`config.mk`:
```
export PLATFORM = sky130hd
export DESIGN_NAME = mmap_initiator
export DESIGN_NICKNAME = d
export VERILOG_FILES = /design/src/rtl/mmap_initiator.sv
export SDC_FILE = /design/constraint.sdc
export NUM_CORES = 1
export LEC_CHECK = 0
export CAP_MARGIN = 40
export CORE_ASPECT_RATIO = 0.8
export CORE_MARGIN = 5
export CORE_UTILIZATION = 56
export DETAILED_ROUTE_END_ITERATION = 6
export GPL_TIMING_DRIVEN = 0
export PLACE_DENSITY = 0.86
export SLEW_MARGIN = 20
export SYNTH_ARGS = -nofsm -noshare
export SYNTH_HDL_FRONTEND = slang
export SYNTH_SLANG_ARGS = --single-unit
```
`constraint.sdc`:
```
create_clock -name clk -period 6.3 [get_ports clk]
set_input_delay 0.945 -clock clk [delete_from_list [all_inputs] [get_ports clk]]
set_output_delay 0.945 -clock clk [all_outputs]
set_load 0.02 [all_outputs]
```
`src/rtl/mmap_initiator.sv`:
```
// mmap_initiator: serial mmap host initiator; frames a request as header/data bytes and collects read words.
// Ports: clk, rst_n (async active-low); req_* request handshake; wdata/wdata_valid/wdata_ready write words;
// rdata/rdata_valid read words; tx_data/new_tx_data/tx_busy to serial_tx; rx_data/new_rx_data from serial_rx;
// busy (not idle), err (response timeout pulse).
// Optional MMAP_INIT_RX_TIMEOUT_EN: aborts a read after RX_TIMEOUT idle cycles between response bytes.
module mmap_initiator #(
  parameter int CLK_FREQ   = 50000000,
  parameter int RX_TIMEOUT = CLK_FREQ / 4
) (
  input  logic        clk,
  input  logic        rst_n,
  input  logic        req_valid,
  output logic        req_ready,
  input  logic        req_write,
  input  logic        req_inc,
  input  logic [5:0]  req_cmd,
  input  logic [15:0] req_count,
  input  logic [31:0] req_addr,
  input  logic [31:0] wdata,
  input  logic        wdata_valid,
  output logic        wdata_ready,
  output logic [31:0] rdata,
  output logic        rdata_valid,
  output logic [7:0]  tx_data,
  output logic        new_tx_data,
  input  logic        tx_busy,
  input  logic [7:0]  rx_data,
  input  logic        new_rx_data,
  output logic        busy,
  output logic        err
);
  typedef enum logic [2:0] {IDLE, HDR, WDATA, WSEND, RECV} state_t;
  state_t      state_q, state_d;
  logic [2:0]  idx_q, idx_d;
  logic [15:0] words_q, words_d, cnt_q, cnt_d;
  logic [7:0]  op_q, op_d, tx_data_q, tx_data_d;
  logic [31:0] addr_q, addr_d, sh_q, sh_d, rdata_q, rdata_d;
  logic        req_ready_q, req_ready_d, busy_q, busy_d, new_tx_q, new_tx_d;
  logic        wready_q, wready_d, rvalid_q, rvalid_d;
  logic [55:0] hdr;
  logic        tx_ok;
`ifdef MMAP_INIT_RX_TIMEOUT_EN
  logic [31:0] tmo_q, tmo_d;
  logic        err_q, err_d;
  assign err = err_q;
`else
  logic unused_rx_timeout;
  assign unused_rx_timeout = ^32'(RX_TIMEOUT);
  assign err = 1'b0;
`endif
  // Header bytes in wire order, byte 0 at the bottom.
  assign hdr   = {addr_q, cnt_q, op_q};
  // A strobe is never issued in the cycle right after another, which also covers serial_tx's busy latency.
  assign tx_ok = !tx_busy && !new_tx_q;
  always_comb begin
    state_d   = state_q;
    idx_d     = idx_q;
    words_d   = words_q;
    cnt_d     = cnt_q;
    op_d      = op_q;
    addr_d    = addr_q;
    sh_d      = sh_q;
    rdata_d   = rdata_q;
    tx_data_d = tx_data_q;
    new_tx_d  = 1'b0;
    wready_d  = 1'b0;
    rvalid_d  = 1'b0;
`ifdef MMAP_INIT_RX_TIMEOUT_EN
    tmo_d     = '0;
    err_d     = 1'b0;
`endif
    case (state_q)
      IDLE: if (req_valid && req_ready_q) begin
        op_d    = {req_write, req_inc, req_cmd};
        cnt_d   = req_count;
        addr_d  = req_addr;
        words_d = req_count;
        idx_d   = '0;
        state_d = HDR;
      end
      HDR: if (tx_ok) begin
        new_tx_d  = 1'b1;
        tx_data_d = hdr[{idx_q, 3'b000} +: 8];
        idx_d     = (idx_q == 3'd6) ? 3'd0 : idx_q + 3'd1;
        if (idx_q == 3'd6) state_d = op_q[7] ? WDATA : RECV;
      end
      WDATA: if (wdata_valid) begin
        wready_d = 1'b1;
        sh_d     = wdata;
        state_d  = WSEND;
      end
      WSEND: if (tx_ok) begin
        new_tx_d  = 1'b1;
        tx_data_d = sh_q[{idx_q[1:0], 3'b000} +: 8];
        idx_d     = (idx_q == 3'd3) ? 3'd0 : idx_q + 3'd1;
        if (idx_q == 3'd3) begin
          state_d = (words_q == 16'd0) ? IDLE : WDATA;
          words_d = (words_q == 16'd0) ? words_q : words_q - 16'd1;
        end
      end
      RECV: if (new_rx_data) begin
        sh_d  = {rx_data, sh_q[31:8]};
        idx_d = (idx_q == 3'd3) ? 3'd0 : idx_q + 3'd1;
        if (idx_q == 3'd3) begin
          rdata_d  = {rx_data, sh_q[31:8]};
          rvalid_d = 1'b1;
          state_d  = (words_q == 16'd0) ? IDLE : RECV;
          words_d  = (words_q == 16'd0) ? words_q : words_q - 16'd1;
        end
      end else begin
`ifdef MMAP_INIT_RX_TIMEOUT_EN
        tmo_d = tmo_q + 32'd1;
        // Partial word is dropped; the remote decoder resynchronises on its own idle timeout.
        if (tmo_d == 32'(RX_TIMEOUT)) begin
          err_d   = 1'b1;
          idx_d   = '0;
          tmo_d   = '0;
          state_d = IDLE;
        end
`endif
      end
      default: state_d = IDLE;
    endcase
    req_ready_d = (state_d == IDLE);
    busy_d      = (state_d != IDLE);
  end
  always_ff @(posedge clk or negedge rst_n) begin
    if (!rst_n) begin
      state_q     <= IDLE;
      idx_q       <= '0;
      words_q     <= '0;
      cnt_q       <= '0;
      op_q        <= '0;
      addr_q      <= '0;
      sh_q        <= '0;
      rdata_q     <= '0;
      tx_data_q   <= '0;
      new_tx_q    <= 1'b0;
      wready_q    <= 1'b0;
      rvalid_q    <= 1'b0;
      req_ready_q <= 1'b1;
      busy_q      <= 1'b0;
`ifdef MMAP_INIT_RX_TIMEOUT_EN
      tmo_q       <= '0;
      err_q       <= 1'b0;
`endif
    end else begin
      state_q     <= state_d;
      idx_q       <= idx_d;
      words_q     <= words_d;
      cnt_q       <= cnt_d;
      op_q        <= op_d;
      addr_q      <= addr_d;
      sh_q        <= sh_d;
      rdata_q     <= rdata_d;
      tx_data_q   <= tx_data_d;
      new_tx_q    <= new_tx_d;
      wready_q    <= wready_d;
      rvalid_q    <= rvalid_d;
      req_ready_q <= req_ready_d;
      busy_q      <= busy_d;
`ifdef MMAP_INIT_RX_TIMEOUT_EN
      tmo_q       <= tmo_d;
      err_q       <= err_d;
`endif
    end
  end
  assign req_ready   = req_ready_q;
  assign busy        = busy_q;
  assign tx_data     = tx_data_q;
  assign new_tx_data = new_tx_q;
  assign wdata_ready = wready_q;
  assign rdata       = rdata_q;
  assign rdata_valid = rvalid_q;
endmodule

```
# Word level (Yosys, flattened, before mapping)
# Index checks and enable logic that the tools add are counted.
# totals
reg_bits	155
input_bits	102
out_inout_bits	46
word_cells	86
# classes
n_addsub	2
n_eq_ne	11
shifts	2
n_mux	38
n_reduce_logical	19
# op_table
operator	n
16-bit 2-to-1 mux	5
32-bit 2-to-1 mux	2
32-bit case mux with 2 select lines	1
56-bit by 7-bit variable part select with 8-bit output	1
3-bit 2-to-1 mux	16
16-bit case mux with 3 select lines	1
32-bit by 6-bit variable part select with 8-bit output	1
16-bit zero test	1
8-bit 2-to-1 mux	2
8-bit case mux with 2 select lines	1
16-bit by 1-bit subtractor with 16-bit output, second input constant	1
3-bit case mux with 5 select lines	1
3-bit case mux with 4 select lines	1
2-bit != test, second input constant	5
3-bit by 2-bit equality test with 1-bit output, second input constant	3
3-bit AND reduction	3
1-bit 2-to-1 mux	7
3-bit equality test, second input constant	2
3-bit zero test	2
3-bit nonzero test	2
5-bit AND reduction	1
4-bit AND reduction	1
2-bit nonzero test	2
4-bit nonzero test	1
other kinds (7)	9

# Logic depth before layout (Yosys ltp)
# logic_depth
ltp_word	6
depth_mapped	9
depth_no_buf	7

# Worst setup path before layout
# Ideal clock, no wire load.
# synth_path
path_type	input to register
startpoint	in req_valid
endpoint	reg words_q[3]
setup_time_ns	0.087
arrival_time_ns	2.137
required_ns	6.213
slack_ns	4.076
cell_stages	6
n_path_buf	1
path_cell_list	nand3b_1 a21o_1 and2_1 clkbuf_1 or4_1 o211ai_1
# synth_via
elab_chain_len	3
# synth_lines
element	line	text
start: declaration	12	input logic req_valid,
1-bit logical AND	73	IDLE: if (req_valid && req_ready_q) begin
2-bit != test (no source line)	--	
4-bit AND reduction (no source line)	--	
end signal: assignment	150	words_q <= words_d;
end: declaration	35	logic [15:0] words_q, words_d, cnt_q, cnt_d;
# Every way passes these cells.
# A chain may end at the register's enable or synchronous reset.

# Worst setup path in the final report
# layout_path
startpoint	reg idx_q[2]
endpoint	reg rdata_q[8], in the netlist rdata[8]
# layout_via
elab_chain_len	2
# layout_lines
element	line	text
start: declaration	34	logic [2:0] idx_q, idx_d;
start signal: assignment	149	idx_q <= idx_d;
3-bit by 2-bit equality test with 1-bit output	104	if (idx_q == 3'd3) begin
3-bit AND reduction (no source line)	--	
end signal: assignment	155	rdata_q <= rdata_d;
end: declaration	37	logic [31:0] addr_q, addr_d, sh_q, sh_d, rdata_q, rdata_d;
# Every way passes these cells.

==> results.py <==
metrics = {
    "outcome": {
        "outcome": "completed",
    },
    "route": {
        "antenna_left": 0,
        "dr.pass1.iters": 6,
        "first_iter_violations": 632,
        "wirelength_mm": 21.9,
        "wl_per_cell_um": 22.4,
        "num_vias": 6054,
        "viasPerCell": 6.17,
        "drcViolationCount": 0,
    },
    "power": {
        "peakVddDrop_mv": 0.252,
        "seq_power_share_pct": 40.2,
        "pwr-share-clk_pct": 30.1,
        "p_int_w": 0.00220,
        "fin_total_pwr_w": 0.00342,
        "pwr-share-comb_pct": 29.7,
        "powerDensity_nw_per_um2": 353,
        "p_switching_w": 0.00122,
        "p_leak_nw": 4.18,
        "sw_frac_of_total_pct": 35.6,
    },
    "sta": {
        "fin_setup_tns_ps": 0,
        "rsz0062_at_grt": "false",
        "min_period_ps": 2980,
        "drv_slew": 0,
        "period_share_pct": 47.4,
        "setup_viol": 0,
        "hold_viol_final": 0,
        "tightestPinTransition_ps": 860,
        "fmax_mhz": 335,
        "finClkSkew_ps": 10.0,
        "relSlewSlack_pct": 42.2,
    },
    "clock_tree": {
        "cts-root-buf": "clkbuf_16",
        "clock-sinks": 155,
        "cts_inserted_buffers": 17,
        "hold_buffers": 0,
        "clk_pin_slew_ps": 70,
        "cts_tree": "built",
        "clock_path_buffers": 2,
        "htreeDepth": 4,
        "clkLatencyLatePin_ps": 430,
        "cts_setup_buffers": 0,
        "cts-resized-gates": 0,
    },
    "logic_synthesis": {
        "synth.area.top_cells": "dfrtp_1 52%, mux2_2 14%, mux4_2 4.9%",
        "seq_area_frac_synth_pct": 52.5,
        "yosysTopAreaCell": "dfrtp_1",
        "synth_top_area_share_pct": 52.1,
        "syn_area_um2": 7390,
        "synth-seq-cells": 155,
        "synth_top_family_by_area": "multiplexers",
        "syn_avg_cell_area_um2": 11.8,
        "synth_edf_count": 0,
        "synth_compound_area_share_pct": 11.3,
        "yosysUniqueCellTypes": 62,
        "synthArstFlopShare_pct": 100,
        "synthMuxAreaShare_pct": 23.1,
        "synth-xor-area-share_pct": 0,
        "synth-simple-area-share_pct": 9.38,
        "netlist_instances": 626,
        "syn-num-nets": 733,
        "synthFlopType": "dfrtp_1",
        "yosys_warnings": 0,
        "synth_fa_ha_area_share_pct": 0.846,
    },
    "worst_setup_path": {
        "cp_max_fo": 10,
        "required_ps": 6610,
        "cp_data_arrival_time_ps": 3290,
        "path_cells": "clkbuf_1 > clkinv_1 > ha_1 > clkbuf_1 > and3_1 > clkbuf_1 > buf_2 > mux2_2",
        "crit_slowest_cell": "dfrtp_1",
        "slowest_delay_ps": 410,
        "critPathLaunchType": "register",
        "cpMostUsedCell": "clkbuf_1",
        "critPathKind": "register to register",
        "endpoint_kind": "register",
    },
    "global_routing": {
        "antenna_found_initial": 0,
        "grt_pass1_vias": 6265,
        "grt_pass1_wl_mm": 35.1,
        "grt-ovfl-total": 0,
        "grt_max_degree": 95,
        "grt_use_total_pct": 28.6,
    },
    "placement": {
        "portBuffers": 146,
        "place_area_um2": 9100,
        "gp_congestion": 0.876,
        "dpl.hpwl_mm": 15.7,
    },
    "layout": {
        "drive_above_1_share_pct": 20.6,
        "area_delta_synth_final_pct": 31.3,
        "n_antenna_cell": 0,
        "design_area_um2": 9710,
        "utilization_pct": 75.1,
        "layout.nets": 900,
    },
    "floorplanning": {
        "coreArea_um2": 12900,
        "die_h_um": 113,
        "start_util_pct": 57.2,
        "fp.dieW_um": 138,
        "io_pins": 148,
        "die-area_um2": 15600,
        "num_rows": 37,
    },
    "hold_path": {
        "hp-class": "register to register",
    },
    "flow_run": {
        "cap_violations": 0,
    },
}
-- critical path, delay by kind of cell (launching register included) --
family        cells  cell delay [ps]
fa+ha+maj         1              200
flops             1              410
simple gates      1              250
mux               1              380
buf+inv           5             1610
-- cell type report --
| class | count | area [um^2] |
|---|---|---|
| Sequential cell | 155 | 3880 |
| Fill cell | 809 | 3210 |
| Tap cell | 175 | 219 |
| Clock buffer | 18 | 429 |
| Buffer | 42 | 185 |
| Clock inverter | 14 | 164 |
| Inverter | 8 | 30.0 |
| Timing Repair Buffer | 148 | 1500 |
| Multi-Input combinational cell | 421 | 3300 |
-- logic make-up after synthesis --
| family | Yosys count |
|---|---|
| muxes | 139 |
| and+or+nand+nor | 145 |
| buffers and inverters | 50 |
| adders and majority gates | 5 |
| AOI/OAI and AO/OA | 131 |
| DFF | 155 |
| other | 1 |
-- metal layers --
layer,wire (um),global-route usage (%),up-vias,part of all wire (%)
li1,-,-,2646,-
met1,9150,39.4,3069,42
met2,10400,45.3,299,47
met3,1960,7.60,40,8.9
met4,436,8.23,0,2.0
met5,0,0,-,0
-- power by group through the flow --
stage	clock network (W)	logic [W]	registers [W]
2_1_floorplan	0	0.000632	0.00133
3_3_place_gp	0	0.000947	0.00136
3_5_place_dp	0	0.000989	0.00138
4_1_cts	0.00104	0.00101	0.00137
5_1_grt	0.00109	0.00111	0.00140
6_report	0.00103	0.00101	0.00138
-- registers in the layout (all words and copies together) (netlist names) --
signal and flops:
addr_q 32, busy 1, cnt_q 16, idx_q 3
new_tx_data 1, op_q 8, rdata 32, rdata_valid 1
req_ready 1, sh_q 32, state_q 3, tx_data 8
wdata_ready 1, words_q 16
-- through the flow --
stage          setup slack [ps]  hold slack (ps)  std cells
6_report                   3320              506        981
2_1_floorplan              4080              467        626
3_5_place_dp               3190              492        948
3_3_place_gp              -1780              485        947
5_1_grt                    3220              523        981
4_1_cts                    3370              509        980
-- placed cells by master (no fill, tap or decap), types with 16 or more instances in the layout --
cell and n:
dfrtp_1 154, clkdlybuf4s50_1 145, mux2_2 91, a21oi_1 68
nor2_1 62, mux2i_1 32, nand2_1 29, clkbuf_1 23
o21ai_0 17, clkbuf_16 17, mux4_2 16
-- synth_stat cells (3+ instances only) --
library cell / number
a21oi_1: 68
nand3_1: 7
nand2_1: 29
mux2i_1: 32
mux4_2: 16
nor4_1: 4
nand3b_1: 3
inv_1: 6
buf_1: 5
o21ai_1: 3
o21ai_0: 17
clkbuf_1: 22
and2_1: 3
dfrtp_1: 154
nor3b_1: 3
or4_1: 4
nand4_1: 4
buf_2: 13
nor2_1: 62
mux2_2: 91
ha_1: 5
nor3_1: 12
a21o_1: 3
a221oi_1: 8
o22ai_1: 5
-- final timing paths --
kind,start,to,slack [ps],cells past startpoint
min in group asynchronous,rst_n,words_q[8],530,1
max reg2reg,idx_q[2],rdata[8],3320,8
min,rdata[27],rdata[27],510,1
min reg2reg,rdata[27],rdata[27],510,1
max,idx_q[2],rdata[8],3320,8
max in group asynchronous,rst_n,tx_data[4],5020,2
No activity file was read; power rests on OpenSTA's default activity.
